**src/rtl/register_file.sv**
```systemverilog
// Parametrised CPU register file: NUM_READ read ports, one write port, register 0 reads as zero.
// Optional per-register busy scoreboard enabled by defining REGFILE_SCOREBOARD_EN.
module register_file #(
    parameter int DATA_W   = 32,
    parameter int DEPTH    = 32,
    parameter int ADDR_W   = 5,
    parameter int NUM_READ = 2,
    parameter int READ_LAT = 0
) (
    input  logic                         clk,
    input  logic                         reset,
    input  logic [NUM_READ*ADDR_W-1:0]   readReg,
    output logic [NUM_READ*DATA_W-1:0]   readData,
    input  logic                         writeEn,
    input  logic [ADDR_W-1:0]            writeReg,
    input  logic [DATA_W-1:0]            writeData
`ifdef REGFILE_SCOREBOARD_EN
    ,
    input  logic                         issueEn,
    input  logic [ADDR_W-1:0]            issueReg,
    output logic [NUM_READ-1:0]          readBusy
`endif
);

    logic [DATA_W-1:0] regs_q [DEPTH];
    logic              wr_valid;

    assign wr_valid = writeEn && (writeReg != '0);

    // NOTE: the array is cleared on reset because software may read any register
    // right after reset and must see zero; this rules out a plain RAM macro.
    always_ff @(posedge clk) begin
        if (reset) begin
            for (int r = 0; r < DEPTH; r++) begin
                regs_q[r] <= '0;
            end
        end else if (wr_valid) begin
            // NOTE: state updates use <= so every read in this edge sees the old values.
            regs_q[writeReg] <= writeData;
        end
    end

    // Per-port read value with write-first bypass; address 0 always yields zero.
    logic [DATA_W-1:0] rd_byp [NUM_READ];

    for (genvar p = 0; p < NUM_READ; p++) begin : g_read
        logic [ADDR_W-1:0] raddr;
        assign raddr = readReg[p*ADDR_W +: ADDR_W];

        // NOTE: every path assigns rd_byp, so no latch is inferred here.
        always_comb begin
            if (raddr == '0) begin
                rd_byp[p] = '0;
            end else if (writeEn && (writeReg == raddr)) begin
                rd_byp[p] = writeData;
            end else begin
                rd_byp[p] = regs_q[raddr];
            end
        end

        if (READ_LAT == 0) begin : g_comb
            assign readData[p*DATA_W +: DATA_W] = rd_byp[p];
        end else begin : g_reg
            logic [DATA_W-1:0] rdata_q;

            always_ff @(posedge clk) begin
                if (reset) begin
                    rdata_q <= '0;
                end else begin
                    rdata_q <= rd_byp[p];
                end
            end

            assign readData[p*DATA_W +: DATA_W] = rdata_q;
        end
    end

`ifdef REGFILE_SCOREBOARD_EN
    logic [DEPTH-1:0] busy_q;
    logic [DEPTH-1:0] busy_d;

    // Issue is applied after writeback so a same-cycle reissue keeps the bit set.
    always_comb begin
        busy_d = busy_q;
        if (wr_valid) begin
            busy_d[writeReg] = 1'b0;
        end
        if (issueEn && (issueReg != '0)) begin
            busy_d[issueReg] = 1'b1;
        end
        busy_d[0] = 1'b0;
    end

    always_ff @(posedge clk) begin
        if (reset) begin
            busy_q <= '0;
        end else begin
            busy_q <= busy_d;
        end
    end

    for (genvar p = 0; p < NUM_READ; p++) begin : g_busy
        assign readBusy[p] = busy_q[readReg[p*ADDR_W +: ADDR_W]];
    end
`endif

endmodule

```
**config.mk**
```make
export PLATFORM = sky130hd
export DESIGN_NAME = register_file
export DESIGN_NICKNAME = d
export VERILOG_FILES = /design/src/rtl/register_file.sv
export SDC_FILE = /design/constraint.sdc
export NUM_CORES = 2
export LEC_CHECK = 0
export CAP_MARGIN = 20
export CORE_UTILIZATION = 55
export DETAILED_ROUTE_END_ITERATION = 10
export PLACE_DENSITY = 0.76
export SYNTH_ARGS = -nofsm -noshare
export SYNTH_HDL_FRONTEND = slang
export SYNTH_SLANG_ARGS = --single-unit
```
**constraint.sdc**
```tcl
create_clock -name clk -period 5.1 [get_ports clk]
set_input_delay 1.275 -clock clk [delete_from_list [all_inputs] [get_ports clk]]
set_output_delay 1.275 -clock clk [all_outputs]
set_load 0.02 [all_outputs]
```
==> reports/results.tsv <==
stage	metric	value	unit
outcome	status	finished, violations left	
outcome	violations	negative setup slack	
final_layout	final_common_cell	edfxtp_1	
clock_tree	cts_buffers	107	
clock_tree	cts.htree.levels	3	
routing	first_pass_iters	7	
power_and_ir_drop	p_comb_frac	0.151	
power_and_ir_drop	power.leakage	23.46	nW
final_layout	multi_input_area	22830	µm²
final_layout	fin_nets	4102	
sta	setup_slack	-0.02265	ns
final_layout	utilization	0.6562	
logic_synthesis	synth-seq-area-share	0.5619	
sta	final-max-slew-violation-count	0	
logic_synthesis	synth_edf_count	1024	
placement	dp_hpwl	128600	µm
routing	wirelength	195300	µm
logic_synthesis	synth_top_flop_cell	edfxtp_1	
job	drv_cap	0	
routing	vias_per_cell	7.085	
worst_setup_path	cp.required	3.83	ns
final_layout	final_cells	5429	
final_layout	layout_common_cells	edfxtp_1, and2_1, mux4_2, buf_4, mux2i_1	
clock_tree	hold_buffers	0	
floorplan	dieHeight	317.4	µm
clock_tree	clockBufferDepth	3	
placement	port_buffers	113	
final_layout	finish.instance_area	64590	µm²
floorplan	io_pins	114	
power_and_ir_drop	netSwitchingPower	0.005452	W
worst_setup_path	cp-end-kind	output pin	
power_and_ir_drop	finalPower	0.02103	W
logic_synthesis	synthCells	3740	
logic_synthesis	synth_area	54720	µm²
global_route	grt_first_pass_wirelength	275600	µm
final_layout	top_regs	regs_q (1024)	
power_and_ir_drop	power_frac_seq	0.474	
final_layout	n_fill_cell	6900	
global_route	track_usage	0.3869	
worst_setup_path	worst_setup_path_start_kind	primary input	
sta	setup_violations	3	
logic_synthesis	yosys_warnings	0	
power_and_ir_drop	p_sw_frac	0.2592	
final_layout	drive_gt1_frac	0.2777	
power_and_ir_drop	internal_power	0.01558	W
worst_setup_path	crit_type	in -> out	
logic_synthesis	ys_seq_elements	1024	
sta	relSlewSlack	0.2262	
worst_setup_path	critical_path.max_fanout	9	
global_route	grt_start_max_net_pins	43	
power_and_ir_drop	max-vdd-ir-drop	0.3034	mV
floorplan	start_util	0.5560	
global_route	antenna_found_initial	11	
routing	drc	0	
final_layout	largest_reg_flops	1024	
placement	dp_slack	-0.8784	ns
routing	wire_per_inst	35.98	µm
logic_synthesis	synth_cell_type_count	50	
floorplan	die_width	317.4	µm
clock_tree	cts_root_buf	clkbuf_16	
power_and_ir_drop	p_per_area	325.6	nW/µm²
final_layout	syn2layout_area_growth	18.03	%
global_route	gr-total-overflow	0	
sta	hold_viol_final	0	
final_layout	register_area	30750	µm²
logic_synthesis	async_flop_share	0	
sta	rsz0062_at_grt	yes	
routing	dr.first_iter.drc_count	6092	
sta	post-route-period-util	1.004	
routing	ant_nets	0	
sta	worst_pin_slew	1.161	ns
clock_tree	path_clk_slew	0.06	ns
final_layout	top_register	regs_q	
placement	dpl_cell_area	60850	µm²
floorplan	fp-row-count	115	
sta	min_period	5.123	ns
hold_path	holdCritPathClass	in -> reg	
sta	max_freq	0.1952	GHz
routing	dr_total_vias	38470	
worst_setup_path	arrival	3.85	ns
clock_tree	cts_tree	yes	
clock_tree	clock-sinks	1024	
floorplan	fp.coreArea	98420	µm²
placement	dp.cells	5228	
global_route	grt_pass1_vias	38450	
placement	place_congestion	1.012	
logic_synthesis	synth_area_per_cell	14.63	µm²
floorplan	die-area	100800	µm²
power_and_ir_drop	clockPowerShare	0.375	
-- path summary, 6_finish.rpt --
| check | from | endpoint | slack (ns) | cells past startpoint |
|---|---|---|---|---|
| setup / recovery | writeReg[4] | readData[51] | -0.02 | 9 |
| hold / removal | reset | regs_q[0][14] | 1.21 | 2 |
-- through the flow --
step,hold slack [ns],TNS (ns)
final,1.210,-0.03478
after global routing,1.182,-0.06245
after CTS,1.164,-0.09289
after detailed placement,1.900,-12.38
after global placement,1.901,-13.05
after floorplan,1.473,0
-- area by class of cell --
type / count / area share
repair buffers: 586 / 0.09155
flip-flops and latches: 1024 / 0.4761
multi-input cells: 2331 / 0.3534
clock inverters: 60 / 0.01033
well taps: 1287 / 0.02493
clock buffers: 135 / 0.04341
inverters: 2 / 0.0001162
diodes: 4 / 0.0001550
-- cell usage after synthesis, types with 4 or more instances --
| master | count | area share |
|---|---|---|
| mux2i_1 | 281 | 0.051 |
| xnor2_1 | 10 | 0.0016 |
| a2111oi_0 | 24 | 0.0038 |
| nand3b_1 | 5 | 0.00069 |
| o22ai_1 | 41 | 0.0047 |
| buf_1 | 16 | 0.0011 |
| a221oi_1 | 4 | 0.00064 |
| nand3_1 | 12 | 0.0011 |
| a22o_1 | 55 | 0.0088 |
| a22oi_1 | 133 | 0.018 |
| mux2_2 | 5 | 0.0010 |
| and2_1 | 994 | 0.11 |
| o211ai_1 | 10 | 0.0014 |
| buf_6 | 5 | 0.0010 |
| o21ai_0 | 9 | 0.00082 |
| a32oi_1 | 9 | 0.0014 |
| nor2_1 | 43 | 0.0029 |
| clkbuf_1 | 302 | 0.021 |
| nand2_1 | 35 | 0.0024 |
| nor2b_1 | 6 | 0.00069 |
| a211oi_1 | 7 | 0.00096 |
| or2_2 | 33 | 0.0038 |
| edfxtp_1 | 1024 | 0.56 |
| o31ai_1 | 4 | 0.00055 |
| mux4_2 | 388 | 0.16 |
| buf_4 | 22 | 0.0030 |
| o221a_2 | 18 | 0.0037 |
| a221o_1 | 13 | 0.0024 |
| a21oi_1 | 78 | 0.0071 |
| o32ai_1 | 4 | 0.00064 |
| o221ai_1 | 42 | 0.0067 |
| a31oi_1 | 7 | 0.00080 |
| buf_2 | 69 | 0.0063 |
-- per-layer routing --
layer  GRT usage  up-vias  part of all wire
met2      0.5938     3330              0.45
met5           0        -           0.00019
met1      0.4838    19190              0.33
met4      0.2841        6             0.090
met3     0.09101      840              0.13
li1            -    15100                 -
-- worst max-delay path, cell delays in order --
cell and delay (ns):
clkdlybuf4s50_1 0.58, xnor2_1 0.16, buf_4 0.18, nand4_1 0.15, or2_2 0.40, a21oi_1 0.26, buf_6 0.22, a221o_1 0.26
clkdlybuf4s15_1 0.34
-- power groups by stage --
stage / registers, W / clock network (W) / logic (W)
floorplan: 0.0100 / 0 / 0.00161
detailed placement: 0.0101 / 0 / 0.00308
global placement: 0.0101 / 0 / 0.00307
CTS: 0.00995 / 0.00790 / 0.00308
finish: 0.00997 / 0.00789 / 0.00318
global route: 0.0100 / 0.00819 / 0.00322
-- repair_timing --
| item | 4_1_cts | 5_1_grt |
|---|---|---|
| setup buffers | 0 | 1 |
| pin swaps | 2 | 2 |
| endpoints found under the setup margin | 58 | 22 |
| gates resized for setup | 102 | 27 |
| gates cloned | 1 | 0 |
-- kinds of logic (layout without fill, tap and decap cells) --
logic type	count (synthesis)	in the layout	synth area share
simple gates	1146	1146	0.1275
flops	1024	1024	0.5619
mux	674	674	0.2121
compound gates	469	469	0.06452
buf+inv	416	783	0.03231
xor+xnor	10	10	0.001600
other cells	1	36	0.00006853
Power figures use the tool's default switching activity.
